`src/rtl/parking_gate_controller_if.sv`:
```
// -----------------------------------------------------------------------------
// parking_gate_controller_if
//
// Purpose: groups every signal between the gate hardware / parking_logic and
// parking_gate_controller into one bundle.
//
// Signals:
//   entry_req, entry_is_uni, entry_beam         entry request, badge class, beam
//   exit_req,  exit_is_uni,  exit_beam          exit request, badge class, beam
//   uni_is_vacated_space, is_vacated_space      space flags from parking_logic
//   entry_barrier_open, exit_barrier_open       barrier drives
//   entry_denied                                one-cycle "no space" pulse
//   car_entered, is_uni_car_entered             entry event pulse + class
//   car_exited,  is_uni_car_exited              exit event pulse + class
//   entry_busy, exit_busy                       gate FSM not idle
//   denied_count, timeout_count                 statistics, present only when
//                                               PARKING_GATE_STATS_EN is defined
//
// Modports:
//   master  the environment side (gate hardware, parking_logic, testbench)
//   slave   the controller
// -----------------------------------------------------------------------------
interface parking_gate_controller_if;

  logic entry_req;
  logic entry_is_uni;
  logic entry_beam;
  logic exit_req;
  logic exit_is_uni;
  logic exit_beam;
  logic uni_is_vacated_space;
  logic is_vacated_space;

  logic entry_barrier_open;
  logic exit_barrier_open;
  logic entry_denied;
  logic car_entered;
  logic is_uni_car_entered;
  logic car_exited;
  logic is_uni_car_exited;
  logic entry_busy;
  logic exit_busy;

`ifdef PARKING_GATE_STATS_EN
  logic [15:0] denied_count;
  logic [15:0] timeout_count;

  modport master (
    output entry_req, entry_is_uni, entry_beam,
    output exit_req, exit_is_uni, exit_beam,
    output uni_is_vacated_space, is_vacated_space,
    input  entry_barrier_open, exit_barrier_open, entry_denied,
    input  car_entered, is_uni_car_entered, car_exited, is_uni_car_exited,
    input  entry_busy, exit_busy,
    input  denied_count, timeout_count
  );

  modport slave (
    input  entry_req, entry_is_uni, entry_beam,
    input  exit_req, exit_is_uni, exit_beam,
    input  uni_is_vacated_space, is_vacated_space,
    output entry_barrier_open, exit_barrier_open, entry_denied,
    output car_entered, is_uni_car_entered, car_exited, is_uni_car_exited,
    output entry_busy, exit_busy,
    output denied_count, timeout_count
  );
`else
  modport master (
    output entry_req, entry_is_uni, entry_beam,
    output exit_req, exit_is_uni, exit_beam,
    output uni_is_vacated_space, is_vacated_space,
    input  entry_barrier_open, exit_barrier_open, entry_denied,
    input  car_entered, is_uni_car_entered, car_exited, is_uni_car_exited,
    input  entry_busy, exit_busy
  );

  modport slave (
    input  entry_req, entry_is_uni, entry_beam,
    input  exit_req, exit_is_uni, exit_beam,
    input  uni_is_vacated_space, is_vacated_space,
    output entry_barrier_open, exit_barrier_open, entry_denied,
    output car_entered, is_uni_car_entered, car_exited, is_uni_car_exited,
    output entry_busy, exit_busy
  );
`endif

endinterface

```
`src/rtl/parking_gate_controller.sv`:
```
// -----------------------------------------------------------------------------
// parking_gate_controller
//
// Purpose: runs the entry and exit barriers and turns each physical car
// passage into a single-cycle car_entered / car_exited pulse (with class
// flag) for parking_logic. Entry is granted only when parking_logic reports
// space of the requested class.
//
// Ports:
//   clk      system clock
//   reset_n  asynchronous active-low reset; both gates return to IDLE and
//            every output drops to 0
//   bus      parking_gate_controller_if.slave (see the interface header)
//
// Parameters:
//   TIMEOUT_CYC  cycles an open barrier waits for the beam before closing
//   CLOSE_HOLD   cycles a gate stays busy after closing (must be >= 1)
//   CW           width of the timeout/hold counters
//
// Optional feature (macro PARKING_GATE_STATS_EN): adds saturating
// denied_count and timeout_count outputs.
//
// Timing: every output is a flop computed from the next state, so barrier,
// busy and event outputs line up with the state the gate is in.
// -----------------------------------------------------------------------------
module parking_gate_controller #(
  parameter int TIMEOUT_CYC = 1000,
  parameter int CLOSE_HOLD  = 4,
  parameter int CW          = 16
) (
  input logic                        clk,
  input logic                        reset_n,
  parking_gate_controller_if.slave   bus
);

  localparam logic [CW-1:0] TIMEOUT_LAST = CW'(TIMEOUT_CYC - 1);
  localparam logic [CW-1:0] HOLD_LAST    = CW'(CLOSE_HOLD - 1);

  typedef enum logic [2:0] {
    E_IDLE, E_OPEN, E_PASS, E_COMMIT, E_CLOSE
  } entry_state_t;

  typedef enum logic [2:0] {
    X_IDLE, X_OPEN, X_PASS, X_COMMIT, X_CLOSE
  } exit_state_t;

  // ---------------------------------------------------------------------------
  // State and output registers
  // ---------------------------------------------------------------------------
  entry_state_t    e_state_q, e_state_d;
  exit_state_t     x_state_q, x_state_d;
  logic [CW-1:0]   e_cnt_q, e_cnt_d;
  logic [CW-1:0]   x_cnt_q, x_cnt_d;
  logic            e_uni_q, e_uni_d;     // class latched at entry request
  logic            x_uni_q, x_uni_d;     // class latched at exit request

  logic entry_barrier_open_q, entry_barrier_open_d;
  logic exit_barrier_open_q,  exit_barrier_open_d;
  logic entry_denied_q,       entry_denied_d;
  logic car_entered_q,        car_entered_d;
  logic is_uni_car_entered_q, is_uni_car_entered_d;
  logic car_exited_q,         car_exited_d;
  logic is_uni_car_exited_q,  is_uni_car_exited_d;
  logic entry_busy_q,         entry_busy_d;
  logic exit_busy_q,          exit_busy_d;

  logic e_space;

  // Space flag of the class presented with the request.
  assign e_space = bus.entry_is_uni ? bus.uni_is_vacated_space
                                    : bus.is_vacated_space;

  // NOTE: sequential state uses non-blocking (<=) so every flop samples the
  // pre-edge values; the combinational blocks below use blocking (=).
  always_ff @(posedge clk or negedge reset_n) begin
    if (!reset_n) begin
      e_state_q            <= E_IDLE;
      x_state_q            <= X_IDLE;
      e_cnt_q              <= '0;
      x_cnt_q              <= '0;
      e_uni_q              <= 1'b0;
      x_uni_q              <= 1'b0;
      entry_barrier_open_q <= 1'b0;
      exit_barrier_open_q  <= 1'b0;
      entry_denied_q       <= 1'b0;
      car_entered_q        <= 1'b0;
      is_uni_car_entered_q <= 1'b0;
      car_exited_q         <= 1'b0;
      is_uni_car_exited_q  <= 1'b0;
      entry_busy_q         <= 1'b0;
      exit_busy_q          <= 1'b0;
    end else begin
      e_state_q            <= e_state_d;
      x_state_q            <= x_state_d;
      e_cnt_q              <= e_cnt_d;
      x_cnt_q              <= x_cnt_d;
      e_uni_q              <= e_uni_d;
      x_uni_q              <= x_uni_d;
      entry_barrier_open_q <= entry_barrier_open_d;
      exit_barrier_open_q  <= exit_barrier_open_d;
      entry_denied_q       <= entry_denied_d;
      car_entered_q        <= car_entered_d;
      is_uni_car_entered_q <= is_uni_car_entered_d;
      car_exited_q         <= car_exited_d;
      is_uni_car_exited_q  <= is_uni_car_exited_d;
      entry_busy_q         <= entry_busy_d;
      exit_busy_q          <= exit_busy_d;
    end
  end

  // ---------------------------------------------------------------------------
  // Entry FSM next state
  // ---------------------------------------------------------------------------
  // NOTE: every variable gets a default before the case so no path leaves it
  // unassigned, which would otherwise infer a latch.
  always_comb begin
    e_state_d      = e_state_q;
    e_cnt_d        = '0;
    e_uni_d        = e_uni_q;
    entry_denied_d = 1'b0;
    unique case (e_state_q)
      E_IDLE: begin
        if (bus.entry_req) begin
          e_uni_d = bus.entry_is_uni;
          if (e_space) e_state_d      = E_OPEN;
          else         entry_denied_d = 1'b1;
        end
      end
      E_OPEN: begin
        if (bus.entry_beam)              e_state_d = E_PASS;
        else if (e_cnt_q == TIMEOUT_LAST) e_state_d = E_CLOSE;
        else                             e_cnt_d   = e_cnt_q + 1'b1;
      end
      E_PASS: begin
        // No timeout here: a car may stop under the barrier.
        if (!bus.entry_beam) e_state_d = E_COMMIT;
      end
      E_COMMIT: begin
        // Leave only once the pulse has actually been issued; a collision
        // with the exit gate keeps us here one extra cycle.
        if (car_entered_q) e_state_d = E_CLOSE;
      end
      E_CLOSE: begin
        if (e_cnt_q == HOLD_LAST) e_state_d = E_IDLE;
        else                      e_cnt_d   = e_cnt_q + 1'b1;
      end
      default: e_state_d = E_IDLE;
    endcase
  end

  // ---------------------------------------------------------------------------
  // Exit FSM next state (no space check)
  // ---------------------------------------------------------------------------
  always_comb begin
    x_state_d = x_state_q;
    x_cnt_d   = '0;
    x_uni_d   = x_uni_q;
    unique case (x_state_q)
      X_IDLE: begin
        if (bus.exit_req) begin
          x_uni_d   = bus.exit_is_uni;
          x_state_d = X_OPEN;
        end
      end
      X_OPEN: begin
        if (bus.exit_beam)               x_state_d = X_PASS;
        else if (x_cnt_q == TIMEOUT_LAST) x_state_d = X_CLOSE;
        else                             x_cnt_d   = x_cnt_q + 1'b1;
      end
      X_PASS: begin
        if (!bus.exit_beam) x_state_d = X_COMMIT;
      end
      X_COMMIT: begin
        // Exit always wins arbitration, so it fires on its first cycle here.
        x_state_d = X_CLOSE;
      end
      X_CLOSE: begin
        if (x_cnt_q == HOLD_LAST) x_state_d = X_IDLE;
        else                      x_cnt_d   = x_cnt_q + 1'b1;
      end
      default: x_state_d = X_IDLE;
    endcase
  end

  // ---------------------------------------------------------------------------
  // Registered outputs, derived from the next state
  // ---------------------------------------------------------------------------
  always_comb begin
    entry_barrier_open_d = (e_state_d == E_OPEN) || (e_state_d == E_PASS);
    exit_barrier_open_d  = (x_state_d == X_OPEN) || (x_state_d == X_PASS);
    entry_busy_d         = (e_state_d != E_IDLE);
    exit_busy_d          = (x_state_d != X_IDLE);

    // Exit enters COMMIT for exactly one cycle and always pulses then.
    car_exited_d = (x_state_d == X_COMMIT);
    // Entry pulses in any COMMIT cycle the exit gate is not using.
    car_entered_d = (e_state_d == E_COMMIT) && (x_state_d != X_COMMIT);

    // Class flags hold their value until the next event of that gate.
    is_uni_car_entered_d = car_entered_d ? e_uni_d : is_uni_car_entered_q;
    is_uni_car_exited_d  = car_exited_d  ? x_uni_d : is_uni_car_exited_q;
  end

  assign bus.entry_barrier_open = entry_barrier_open_q;
  assign bus.exit_barrier_open  = exit_barrier_open_q;
  assign bus.entry_denied       = entry_denied_q;
  assign bus.car_entered        = car_entered_q;
  assign bus.is_uni_car_entered = is_uni_car_entered_q;
  assign bus.car_exited         = car_exited_q;
  assign bus.is_uni_car_exited  = is_uni_car_exited_q;
  assign bus.entry_busy         = entry_busy_q;
  assign bus.exit_busy          = exit_busy_q;

`ifdef PARKING_GATE_STATS_EN
  // ---------------------------------------------------------------------------
  // Statistics: saturating denied / timeout counters
  // ---------------------------------------------------------------------------
  logic [15:0] denied_count_q, denied_count_d;
  logic [15:0] timeout_count_q, timeout_count_d;
  logic        e_timeout, x_timeout;
  logic [16:0] timeout_sum;

  // A timeout is the only OPEN -> CLOSE transition.
  assign e_timeout = (e_state_q == E_OPEN) && (e_state_d == E_CLOSE);
  assign x_timeout = (x_state_q == X_OPEN) && (x_state_d == X_CLOSE);

  always_comb begin
    denied_count_d = denied_count_q;
    if (entry_denied_d && (denied_count_q != 16'hFFFF))
      denied_count_d = denied_count_q + 16'd1;

    // Both gates may time out in the same cycle, so add up to two at once.
    timeout_sum     = {1'b0, timeout_count_q} + {16'd0, e_timeout}
                                              + {16'd0, x_timeout};
    timeout_count_d = timeout_sum[16] ? 16'hFFFF : timeout_sum[15:0];
  end

  always_ff @(posedge clk or negedge reset_n) begin
    if (!reset_n) begin
      denied_count_q  <= '0;
      timeout_count_q <= '0;
    end else begin
      denied_count_q  <= denied_count_d;
      timeout_count_q <= timeout_count_d;
    end
  end

  assign bus.denied_count  = denied_count_q;
  assign bus.timeout_count = timeout_count_q;
`endif

endmodule

```
`src/flat_wrapper.sv`:
```
// flat-port wrapper written by rule: the top's interface ports become plain ports
module parking_gate_controller_flat 
#(
  parameter int TIMEOUT_CYC = 1000,
  parameter int CLOSE_HOLD  = 4,
  parameter int CW          = 16
)
  (clk, reset_n, bus_entry_req, bus_entry_is_uni, bus_entry_beam, bus_exit_req, bus_exit_is_uni, bus_exit_beam, bus_uni_is_vacated_space, bus_is_vacated_space, bus_entry_barrier_open, bus_exit_barrier_open, bus_entry_denied, bus_car_entered, bus_is_uni_car_entered, bus_car_exited, bus_is_uni_car_exited, bus_entry_busy, bus_exit_busy);
  parking_gate_controller_if bus_i ();
  input logic clk;
  input logic reset_n;
  input wire logic [$bits(bus_i.entry_req)-1:0] bus_entry_req;
  input wire logic [$bits(bus_i.entry_is_uni)-1:0] bus_entry_is_uni;
  input wire logic [$bits(bus_i.entry_beam)-1:0] bus_entry_beam;
  input wire logic [$bits(bus_i.exit_req)-1:0] bus_exit_req;
  input wire logic [$bits(bus_i.exit_is_uni)-1:0] bus_exit_is_uni;
  input wire logic [$bits(bus_i.exit_beam)-1:0] bus_exit_beam;
  input wire logic [$bits(bus_i.uni_is_vacated_space)-1:0] bus_uni_is_vacated_space;
  input wire logic [$bits(bus_i.is_vacated_space)-1:0] bus_is_vacated_space;
  output wire logic [$bits(bus_i.entry_barrier_open)-1:0] bus_entry_barrier_open;
  output wire logic [$bits(bus_i.exit_barrier_open)-1:0] bus_exit_barrier_open;
  output wire logic [$bits(bus_i.entry_denied)-1:0] bus_entry_denied;
  output wire logic [$bits(bus_i.car_entered)-1:0] bus_car_entered;
  output wire logic [$bits(bus_i.is_uni_car_entered)-1:0] bus_is_uni_car_entered;
  output wire logic [$bits(bus_i.car_exited)-1:0] bus_car_exited;
  output wire logic [$bits(bus_i.is_uni_car_exited)-1:0] bus_is_uni_car_exited;
  output wire logic [$bits(bus_i.entry_busy)-1:0] bus_entry_busy;
  output wire logic [$bits(bus_i.exit_busy)-1:0] bus_exit_busy;
  assign bus_i.entry_req = bus_entry_req;
  assign bus_i.entry_is_uni = bus_entry_is_uni;
  assign bus_i.entry_beam = bus_entry_beam;
  assign bus_i.exit_req = bus_exit_req;
  assign bus_i.exit_is_uni = bus_exit_is_uni;
  assign bus_i.exit_beam = bus_exit_beam;
  assign bus_i.uni_is_vacated_space = bus_uni_is_vacated_space;
  assign bus_i.is_vacated_space = bus_is_vacated_space;
  assign bus_entry_barrier_open = bus_i.entry_barrier_open;
  assign bus_exit_barrier_open = bus_i.exit_barrier_open;
  assign bus_entry_denied = bus_i.entry_denied;
  assign bus_car_entered = bus_i.car_entered;
  assign bus_is_uni_car_entered = bus_i.is_uni_car_entered;
  assign bus_car_exited = bus_i.car_exited;
  assign bus_is_uni_car_exited = bus_i.is_uni_car_exited;
  assign bus_entry_busy = bus_i.entry_busy;
  assign bus_exit_busy = bus_i.exit_busy;
  parking_gate_controller #(.TIMEOUT_CYC(TIMEOUT_CYC), .CLOSE_HOLD(CLOSE_HOLD), .CW(CW)) u_core (.clk(clk), .reset_n(reset_n), .bus(bus_i));
endmodule
```
`config.mk`:
```
export PLATFORM = sky130hd
export DESIGN_NAME = parking_gate_controller_flat
export DESIGN_NICKNAME = d
export VERILOG_FILES = /design/src/rtl/parking_gate_controller_if.sv /design/src/rtl/parking_gate_controller.sv /design/src/flat_wrapper.sv
export SDC_FILE = /design/constraint.sdc
export NUM_CORES = 1
export LEC_CHECK = 0
export ABC_AREA = 1
export CORE_MARGIN = 10
export CORE_UTILIZATION = 29
export DETAILED_ROUTE_END_ITERATION = 12
export PLACE_DENSITY = 0.45
export SKIP_LAST_GASP = 1
export SYNTH_ARGS = -nofsm -noshare
export SYNTH_HDL_FRONTEND = slang
export SYNTH_SLANG_ARGS = --single-unit
```
`constraint.sdc`:
```
create_clock -name clk -period 1.6 [get_ports clk]
set_input_delay 0.32 -clock clk [delete_from_list [all_inputs] [get_ports clk]]
set_output_delay 0.32 -clock clk [all_outputs]
set_load 0.05 [all_outputs]
```
==> summary.txt <==
Status
  • Run status: completed

Final layout
  • # nets final: just over 400
  • Reg area: between 1000 and 1500 um2
  • Layout cell share with drive strength beyond 1: approximately 16%
  • Area taken by multi-input logic gates: about 1200 um2
  • Inserted Diodes: 0
  • Area grow syn2layout: 22.3%
  • Filler Cells Inserted: 906

Setup path
  • Type of destination of the critical path: register
  • Arrival time of data at the critical path endpoint: between 1.5 and 2 ns
  • Maximum cell stage delay along the critical path: ~0.4 ns
  • Largest fanout on the critical path: 11
  • Required arrival time at the worst endpoint: approximately 1.8 ns
  • Critical-path cell list: ha_1, nand2_2, inv_1, nand2_1, nor2_2, nand2_1, nand2_2, nand2_4, clkinv_8, nor2_1
  • Dominant delay contributor by cell family on the critical path: simple AND/OR/NAND/NOR gates
  • Launching element type of the critical path: register
  • Kind of critical path: reg -> reg
  • Critical path's slowest cell: sky130_fd_sc_hd__dfrtp_1
  • Worst path buffer plus inverter count: 2

CTS
  • Root buffer cell: sky130_fd_sc_hd__clkbuf_8
  • Clock tree from TritonCTS: done
  • Clock buffer count from CTS: 5
  • H-Tree Level Count: 2
  • Num Clock Sinks: 49
  • CTS clk-pin slew, worst paths: 0.09 ns
  • Maximum buffer depth of the clock tree: 2
  • Clock latency on the worst-skew pair: around 0.29 ns

Synth
  • Post-Syn Area per Cell: 7.35 um2
  • Flip-flop and latch count after synthesis: 49
  • Async set or reset register ratio after synthesis: 100%
  • Most area-hungry cell type in the Yosys netlist: sky130_fd_sc_hd__dfrtp_1
  • Most instantiated library cell after synthesis: sky130_fd_sc_hd__nand2_1
  • Most area-consuming cells after synthesis: sky130_fd_sc_hd__dfrtp_1 47%, sky130_fd_sc_hd__nand2_1 14%, sky130_fd_sc_hd__nor2_1 11%
  • Ranking of synthesized cells by instance count: 96 x sky130_fd_sc_hd__nand2_1, 79 x sky130_fd_sc_hd__nor2_1, 49 x sky130_fd_sc_hd__dfrtp_1, 49 x sky130_fd_sc_hd__inv_1, 24 x sky130_fd_sc_hd__nand3_1
  • Sequential area share after synthesis: a little under half
  • Ys flop type: sky130_fd_sc_hd__dfrtp_1
  • Mapped Cells: 358
  • Syn Std Cell Area: roughly 2600 um2
  • Number of distinct library cells after synthesis: 23
  • Post-synth EDFFs: 0
  • Area fraction of the dominant cell type after synthesis: 46.6%
  • Synthesized net count: between 300 and 400
  • Number of warnings issued by yosys: 0

Global routing
  • Number of antenna violations at the first check in global routing: 0
  • Maximum number of pins on one net before global-route repair: 21
  • Via count of the first global-routing pass: 2190
  • All-layer global routing usage: approximately 9%
  • Global-route wire length before repair: 9960 um
  • Grt total ovfl: 0

Route
  • Initial DRT Pass Iterations: 4
  • DRC violations left: 0
  • Initial DRC count: 82
  • Number of nets with antenna violations after routing: 0
  • Post-DR vias/cell: about 4.3
  • Routed Wire Length: between 5000 and 6000 um
  • Drt wl/cell: about 11 um
  • Routed via count: about 2200

Timing
  • Number of slew-limit violations in the final report: 0
  • Final-report setup violation count: 0
  • Timing-limited maximum frequency: about 680 MHz
  • Slew headroom: 74.5%
  • Setup repair after global routing missed its margin: false
  • Post-route clock period utilization: between 90% and 100%
  • Final min period: ~1.5 ns
  • Endpoints failing hold: 0
  • Worst Clk Skew: ~0.0068 ns
  • Final setup margin: about 0.14 ns
  • Worst Tran Pin Value: between 0.3 and 0.4 ns
  • Total Neg Setup Slack: 0 ns

Die
  • Cell row count: 34
  • Core Footprint: just under 9000 um2
  • Floorplan die height: roughly 120 um
  • Die ar.: roughly 13000 um2
  • Die width: around 120 um
  • Initial cell density of the core: 30.0%
  • Top Ports: 19

Placement
  • # port buffers: 18
  • Placed wire-length estimate after detailed placement: between 4000 and 5000 um
  • Final RePlAce weighted congestion: around 0.82
  • Dpl ws: 0.0272 ns

Power and ir drop
  • Static Leak: 1.49 nW
  • Worst supply voltage drop on vdd: approximately 0.00050 V
  • Power Density: between 1000 and 1500 nW/um2

Hold path
  • Class of the worst hold path: in -> async

Flow run
  • Reported max-cap violation count: 0
==> state kept, by name, summed over array words and instances (netlist names), 3 cells and up <==
register and cells:
u_core.x_state_q 3, u_core.e_state_q 3, u_core.e_cnt_q 16, u_core.x_cnt_q 16
==> area by class of cell <==
cell class	instances	area share [%]
clock inverters	2	1.09
flip-flops and latches	49	38.1
multi-input cells	256	38.2
well taps	108	4.20
repair buffers	34	9.72
inverters	52	6.53
clock buffers	5	2.14
==> layout by cell type (no fill, tap or decap), types with 4 or more instances in the layout <==
cell / count
sky130_fd_sc_hd__nor2_2: 19
sky130_fd_sc_hd__inv_1: 49
sky130_fd_sc_hd__nand2_2: 4
sky130_fd_sc_hd__nor2_1: 76
sky130_fd_sc_hd__dfrtp_1: 49
sky130_fd_sc_hd__o21ai_0: 6
sky130_fd_sc_hd__clkdlybuf4s50_1: 8
sky130_fd_sc_hd__nand4_1: 4
sky130_fd_sc_hd__buf_4: 21
sky130_fd_sc_hd__nand3_1: 24
sky130_fd_sc_hd__xor2_1: 12
sky130_fd_sc_hd__nand2_1: 93
sky130_fd_sc_hd__clkbuf_8: 5
==> final timing paths <==
check | startpoint | to | slack (ns) | cells after the start
max in group asynchronous | reset_n | u_core.e_state_q[2]$_DFF_PN0_ | 0.57 | 3
worst min register to register | u_core.x_uni_q$_DFF_PN0_ | u_core.x_uni_q$_DFF_PN0_ | 0.51 | 2
worst max register to register | u_core.e_cnt_q[0]$_DFF_PN0_ | u_core.e_cnt_q[15]$_DFF_PN0_ | 0.14 | 10
min in group clk | u_core.x_uni_q$_DFF_PN0_ | u_core.x_uni_q$_DFF_PN0_ | 0.51 | 2
worst max-delay path | u_core.e_cnt_q[0]$_DFF_PN0_ | u_core.e_cnt_q[15]$_DFF_PN0_ | 0.14 | 10
worst min-delay path | reset_n | u_core.x_cnt_q[6]$_DFF_PN0_ | 0.47 | 2
==> per-layer routing <==
layer  vias up  global-route usage, %  routed length, um
met2        32                   14.0               2350
met3         4                   2.19                206
met4         0                   2.23                 43
met1       982                   12.1               3000
li1       1160                      -                  -
met5         -                      0                  0
==> cell families (layout without fill, tap and decap cells) <==
family | count (synthesis) | count (layout) | synth area share [%]
and+or+nand+nor | 228 | 228 | 36.6
buffers and inverters | 53 | 93 | 8.27
DFF | 49 | 49 | 46.6
xor gates and xnor gates | 14 | 14 | 4.66
AOI/OAI and AO/OA | 11 | 11 | 2.47
adders and majority gates | 2 | 2 | 0.950
muxes | 1 | 1 | 0.428
==> stage by stage <==
stage,utilization (%),total power [mW],area [um2],hold WS [ns],std cells
detailed placement,34.6,3.06,3030,0.262,495
finish,36.7,3.97,3220,0.470,506
global placement,34.6,3.06,3030,0.258,495
floorplan,-,2.57,2630,0.0244,358
CTS,35.9,3.96,3140,0.471,503
global route,36.7,4.26,3220,0.491,506
==> where the power goes <==
part	internal, mW	total, mW	switching [mW]
logic	0.527	1.53	0.999
registers	1.45	1.58	0.129
clock network	0.455	0.857	0.402
==> timing repair <==
action,CTS,global route
hold buffers,1,0
endpoints found under the hold margin,13,0
gates resized for setup,0,15
setup endpoints to repair,0,29
buffers inserted,0,3
No activity file was read; power rests on OpenSTA's default activity.
